===== config.mk =====
export PLATFORM = sky130hd
export DESIGN_NAME = barrel_shifter_top
export DESIGN_NICKNAME = d
export VERILOG_FILES = /design/src/rtl/barrel_pkg.sv /design/src/rtl/barrel_rotate_core.sv /design/src/rtl/barrel_shifter_top.sv
export SDC_FILE = /design/constraint.sdc
export NUM_CORES = 1
export LEC_CHECK = 0
export CORE_ASPECT_RATIO = 1.25
export CORE_MARGIN = 2
export CORE_UTILIZATION = 50
export CTS_BUF_LIST = sky130_fd_sc_hd__clkbuf_8 sky130_fd_sc_hd__clkbuf_16
export DETAILED_ROUTE_END_ITERATION = 16
export PLACE_DENSITY = 0.73
export SLEW_MARGIN = 10
export SYNTH_ARGS = -nofsm -noshare
export SYNTH_HDL_FRONTEND = slang
export SYNTH_SLANG_ARGS = --single-unit

===== constraint.sdc =====
create_clock -name clk -period 2.2 [get_ports clk]
set_clock_uncertainty 0.15 [all_clocks]
set_input_delay 0.22 -clock clk [delete_from_list [all_inputs] [get_ports clk]]
set_output_delay 0.22 -clock clk [all_outputs]
set_load 0.02 [all_outputs]

===== src/rtl/barrel_pkg.sv =====
// -----------------------------------------------------------------------------
// barrel_pkg
// Shared definitions for the rotate unit: the direction field type and its
// two encodings. Imported by barrel_rotate_core and barrel_shifter_top.
// -----------------------------------------------------------------------------
package barrel_pkg;

  // Direction field of a rotate request.
  typedef logic dir_t;

  localparam dir_t DIR_LEFT  = 1'b0;
  localparam dir_t DIR_RIGHT = 1'b1;

endpackage : barrel_pkg


===== src/rtl/barrel_rotate_core.sv =====
// -----------------------------------------------------------------------------
// barrel_rotate_core
// Purely combinational circular rotate of a WIDTH-bit word, built as a
// logarithmic network of SHAMT_WIDTH stages. Stage i rotates by 2^i when
// shamt[i] is set and passes the word through otherwise. Each stage picks
// the left or right form of its fixed rotation, so the composite is a
// rotation by shamt in the requested direction.
//
// Ports:
//   a_in   in  WIDTH        word to rotate
//   shamt  in  SHAMT_WIDTH  rotate amount, 0..WIDTH-1
//   dir    in  1            DIR_LEFT / DIR_RIGHT
//   rot    out WIDTH        rotated word
// -----------------------------------------------------------------------------
module barrel_rotate_core
  import barrel_pkg::*;
#(
  parameter  int WIDTH       = 16,
  localparam int SHAMT_WIDTH = $clog2(WIDTH)
) (
  input  logic [WIDTH-1:0]       a_in,
  input  logic [SHAMT_WIDTH-1:0] shamt,
  input  dir_t                   dir,
  output logic [WIDTH-1:0]       rot
);

  // stage_s[0] is the input word; stage_s[i+1] is the output of stage i.
  logic [SHAMT_WIDTH:0][WIDTH-1:0] stage_s;

  assign stage_s[0] = a_in;

  for (genvar i = 0; i < SHAMT_WIDTH; i++) begin : g_stage
    // Every step is strictly less than WIDTH, so no shift by WIDTH is formed
    // and every slice below is non-empty.
    localparam int STEP = 1 << i;

    logic [WIDTH-1:0] rotl_s;
    logic [WIDTH-1:0] rotr_s;

    assign rotl_s = {stage_s[i][WIDTH-1-STEP:0], stage_s[i][WIDTH-1:WIDTH-STEP]};
    assign rotr_s = {stage_s[i][STEP-1:0],       stage_s[i][WIDTH-1:STEP]};

    assign stage_s[i+1] = !shamt[i]          ? stage_s[i] :
                          (dir == DIR_LEFT)  ? rotl_s     :
                                               rotr_s;
  end : g_stage

  assign rot = stage_s[SHAMT_WIDTH];

endmodule : barrel_rotate_core


===== src/rtl/barrel_shifter_top.sv =====
// -----------------------------------------------------------------------------
// barrel_shifter_top
// Registered rotate unit: barrel_rotate_core followed by one output register
// stage with a single-cycle valid pulse. One result per cycle, no
// backpressure, latency one cycle. Outputs come straight from flops.
//
// Ports:
//   clk        in  1            clock, rising edge
//   rst_n      in  1            synchronous active-low reset
//   in_valid   in  1            qualifies a_in / shamt / dir
//   a_in       in  WIDTH        word to rotate
//   shamt      in  SHAMT_WIDTH  rotate amount
//   dir        in  1            0 = left, 1 = right
//   out_valid  out 1            a_out carries a new result this cycle
//   a_out      out WIDTH        registered rotate result (held when idle)
// -----------------------------------------------------------------------------
module barrel_shifter_top
  import barrel_pkg::*;
#(
  parameter  int WIDTH       = 16,
  localparam int SHAMT_WIDTH = $clog2(WIDTH)
) (
  input  logic                   clk,
  input  logic                   rst_n,
  input  logic                   in_valid,
  input  logic [WIDTH-1:0]       a_in,
  input  logic [SHAMT_WIDTH-1:0] shamt,
  input  logic                   dir,
  output logic                   out_valid,
  output logic [WIDTH-1:0]       a_out
);

  logic [WIDTH-1:0] rot_s;
  logic [WIDTH-1:0] a_out_d;
  logic [WIDTH-1:0] a_out_q;
  logic             out_valid_d;
  logic             out_valid_q;

  barrel_rotate_core #(
    .WIDTH (WIDTH)
  ) u_core (
    .a_in  (a_in),
    .shamt (shamt),
    .dir   (dir),
    .rot   (rot_s)
  );

  // Next state: capture a new result on a valid input; otherwise hold the
  // data word and drop valid.
  always_comb begin
    a_out_d     = a_out_q;
    out_valid_d = 1'b0;
    if (in_valid) begin
      a_out_d     = rot_s;
      out_valid_d = 1'b1;
    end else begin
      a_out_d     = a_out_q;
      out_valid_d = 1'b0;
    end
  end

  // Output register with synchronous reset; reset wins over in_valid.
  always_ff @(posedge clk) begin
    if (!rst_n) begin
      a_out_q     <= {WIDTH{1'b0}};
      out_valid_q <= 1'b0;
    end else begin
      a_out_q     <= a_out_d;
      out_valid_q <= out_valid_d;
    end
  end

  assign a_out     = a_out_q;
  assign out_valid = out_valid_q;

endmodule : barrel_shifter_top


# == After elaboration in Yosys (flattened, before gate mapping) ==
# Cells that the tools add are included.
# word_totals
word_cells,10
input_bits,24
output_inout_bits,17
regBits,17
# op_classes
n_mux,8
# op_table
cell,n
16-bit two-way mux,7
1-bit two-way mux,1

# == Longest topological paths before layout ==
# logic_depth
depth_word,7
depth_mapped,8
depth_no_buf,5

# == Hierarchy ==
# From an unflattened synthesis, not the netlist that was laid out.
# unflattened
cells_unflattened,233
hier_area_um2,1955.6
# modules_own_cells
mod,cells_each,instances,seq_area_each_um2,area_per_inst_um2
barrel_rotate_core,180,1,0.0,1312.5
barrel_shifter_top,53,1,340.3,643.1

# == Least setup slack after synthesis ==
# OpenSTA, ideal clock, no wires.
# synth_path
path_kind,input port to flip-flop
start,in shamt[0]
end,reg a_out_q[8] (netlist: a_out[8])
n_path_buf,3
required_time_ns,1.955
arrival_time_ns,1.464
path_slack_ns,0.491
setup_time_ns,0.095
cell_stages,7
path_cell_list,buf_6 buf_12 buf_6 a211oi_1 nor3_1 mux2_2 a221oi_1
# synth_between
elab_chain_cells,6
# synth_lines
element,line,text
"start, declared",barrel_shifter_top.sv:27,"input logic [SHAMT_WIDTH-1:0] shamt,"
16-bit two-way mux (*),barrel_rotate_core.sv:43,assign stage_s[i+1] = !shamt[i] ? stage_s[i] :
16-bit two-way mux,barrel_rotate_core.sv:44,(dir == DIR_LEFT) ? rotl_s :
16-bit two-way mux (*),barrel_rotate_core.sv:43,
16-bit two-way mux,barrel_rotate_core.sv:44,
16-bit two-way mux (*) (2 in a row),barrel_rotate_core.sv:43,
"end signal, assigned",barrel_shifter_top.sv:65,a_out_q <= {WIDTH{1'b0}};
"end signal, assigned",barrel_shifter_top.sv:68,a_out_q <= a_out_d;
"end, declared",barrel_shifter_top.sv:35,logic [WIDTH-1:0] a_out_q;
# Every way passes the cells marked *; elsewhere a longest branch is shown, timed or not.
# A chain may end at the register's enable or synchronous reset.

# == Worst setup path after layout ==
# layout_path
start,in dir
end,reg a_out_q[15] (netlist: a_out[15])
# layout_between
elab_chain_cells,7
# layout_lines
element,line,text
"start, declared",barrel_shifter_top.sv:28,"input logic dir,"
16-bit two-way mux,barrel_rotate_core.sv:44,
16-bit two-way mux,barrel_rotate_core.sv:43,
16-bit two-way mux,barrel_rotate_core.sv:44,
16-bit two-way mux,barrel_rotate_core.sv:43,
16-bit two-way mux,barrel_rotate_core.sv:44,
16-bit two-way mux (*) (2 in a row),barrel_rotate_core.sv:43,
# Marks and branches as above.

==> reports/results.ini <==
[layout]
nets=350
diodes=0
area_growth_pct=26.5
drive_above_1_share_pct=24.9
fillers=395

[critical_path]
rr_startpoint=a_out[2]
arrival_ns=2.14
crit_fanout=17
crit_path_end_kind=register
crit_path_start_kind=input port
cp-startpoint=dir
crit_type=in2reg
endpoint=a_out[15]
worstRegToRegCells=3
regToRegSetupSlack_ns=1.10
critPathRequiredTime_ns=2.22
rr_endpoint=a_out[2]

[yosys]
async_reset_ff_share_pct=0
synth_nets=295
yosysWarningCount=0
synth_edf_count=0
synth_top_area_share_pct=19.7
yosysTopAreaCell=mux2i_1
seq_area_frac_synth_pct=14.5
synth_common_cells=46 x mux2i_1, 34 x nor2_1, 20 x mux2_2
synth_area_sq_um=2340
synth_area_per_cell_sq_um=8.64
synthTopCellsByArea=mux2i_1 20%, dfxtp_1 15%, mux2_2 9.6%
yosys.cell_types.count=42
synth.most_common_cell=mux2i_1
yosys_register_bits=17
synthCells=271
synthFlopType=dfxtp_1

[sta]
relSlewSlack_pct=69.1
tightest_slew_ns=0.452
finalWorstSetupSlack_ns=0.0833
post-route-period-util_pct=96.2
whs_ns=0.372
maxSlewViolCount=0
max_freq_mhz=472
setup_viol=0
hold_viol=0
rsz0062_at_grt=no
fin_crit_ns=2.12

[clocking]
cts_hold_buf=0
clk_pin_slew_ns=0.06
cts_buffers=3
clk_latency_ns=0.25
htree_num_levels=1
tritoncts=built
cts-resized-gates=0
cts_buffer_depth=2
clock_sinks=17
cts_setup_buffers=0
cts_root_buf=clkbuf_8

[grt]
grt_pass1_wl_mm=11.6
grt.total_usage_pct=28.1
grt_pass1_vias=2342
antenna_found_initial=0
grt_max_degree=45
grt_overflow=0

[place]
dp_hpwl_mm=5.25
place.gp.congestion=0.914
dp_slack_ns=-0.128
port_buffers=40

[power_and_ir_drop]
leakagePower_nw=1.19
vdd_drop_max_mv=0.478
power.total_mw=1.23
power.density_nw_per_um2=416

[routing]
drcViolationCount=0
firstDrtPassIters=5
ant_nets=0
num_vias=2459
viasPerCell=6.42
wire_per_inst_um=18.7
routed_wirelength_mm=7.16
drt-initial-drc-count=264

[floorplan]
start_util_pct=52.5
die_y_um=80.5
core_sq_um=4460
rows=27
pin_count=41
die_w_um=65.2
dieArea_sq_um=5250

[min_path]
hold_path_class=reg2reg

[outcome]
status=finished, final reports clean

[run]
cap_violations=0

## placed cells by master (no fill, tap or decap), drive strengths merged
cell and count:
a2111oi 1, a211o 1, a211oi 14, a21oi 9, a221oi 8, a22oi 1
a31oi 2, and2 1, buf 38, clkbuf 3, clkdlybuf4s50 39, clkinv 2
dfxtp 17, inv 6, mux2 20, mux2i 46, mux4 7, nand2 8
nand2b 1, nand3 2, nor2 35, nor2b 3, nor3 5, o2111ai 3
o211ai 5, o21a 1, o21ai 19, o221a 3, o221ai 1, o22a 2
o22ai 16, o2bb2ai 2, o31a 1, o31ai 1, o32ai 1, o41a 1
## flip-flops by register name, indices dropped and copies added, names as in the netlist
name / count
out_valid: 1
a_out: 16
## metrics by stage
step	std cells	utilization, %	instance area, sq um	setup TNS, ns
6_report	383	66.5	2960	0
5_1_grt	383	66.5	2960	0
4_1_cts	383	66.5	2960	0
3_5_place_dp	379	65.4	2920	-1.16
3_3_place_gp	379	65.4	2920	-0.871
2_1_floorplan	271	-	2340	0
## worst max-delay path, stage by stage
cell and delay (ns):
clkdlybuf4s50_1 0.58, buf_12 0.20, mux2i_1 0.10, mux4_2 0.52, o21ai_0 0.20, nand3_1 0.12
a31oi_1 0.19
## worst min path at each step
stage	start	end	slack, ns	cells past startpoint
global placement	a_out[7]	a_out[7]	0.37	2
finish	a_out[11]	a_out[11]	0.37	2
CTS	a_out[11]	a_out[11]	0.38	2
floorplan	rst_n	a_out[13]	0.22	2
detailed placement	a_out[12]	a_out[12]	0.37	1
global route	a_out[8]	a_out[8]	0.42	2
## final cells by class
type                       instances  area, sq um  share of cell area (%)
multi-input combinational        220         1760                    59.2
timing repair buffer              77          723                    24.4
sequential                        17          340                    11.5
tap                               58         72.6                    2.45
clock buffer                       3         41.3                    1.39
inverter                           7         26.3                   0.886
clock inverter                     1         5.00                   0.169
## routing by layer
| metal | routed length [um] | part of all wire, % | track usage (%) | vias to the layer above |
|---|---|---|---|---|
| met5 | 0 | 0 | 0 | - |
| met4 | 204 | 2.8 | 13.3 | 0 |
| met3 | 431 | 6.0 | 3.64 | 22 |
| met2 | 3460 | 48 | 46.8 | 127 |
| met1 | 3060 | 43 | 35.4 | 1148 |
| li1 | - | - | - | 1162 |
## kinds of logic (layout without fill, tap and decap cells)
family | Yosys count | after routing | share of synthesized area, %
compound gates | 92 | 92 | 28.8
simple gates | 55 | 55 | 10.1
mux | 73 | 73 | 36.0
flops | 17 | 17 | 14.5
buf+inv | 34 | 88 | 10.5
## power by group
group / switching (mW) / total (mW) / internal [mW]
logic: 0.335 / 0.651 / 0.317
registers: 0.0133 / 0.349 / 0.336
clock network: 0.106 / 0.232 / 0.126
(Power assumes the default switching activity.)
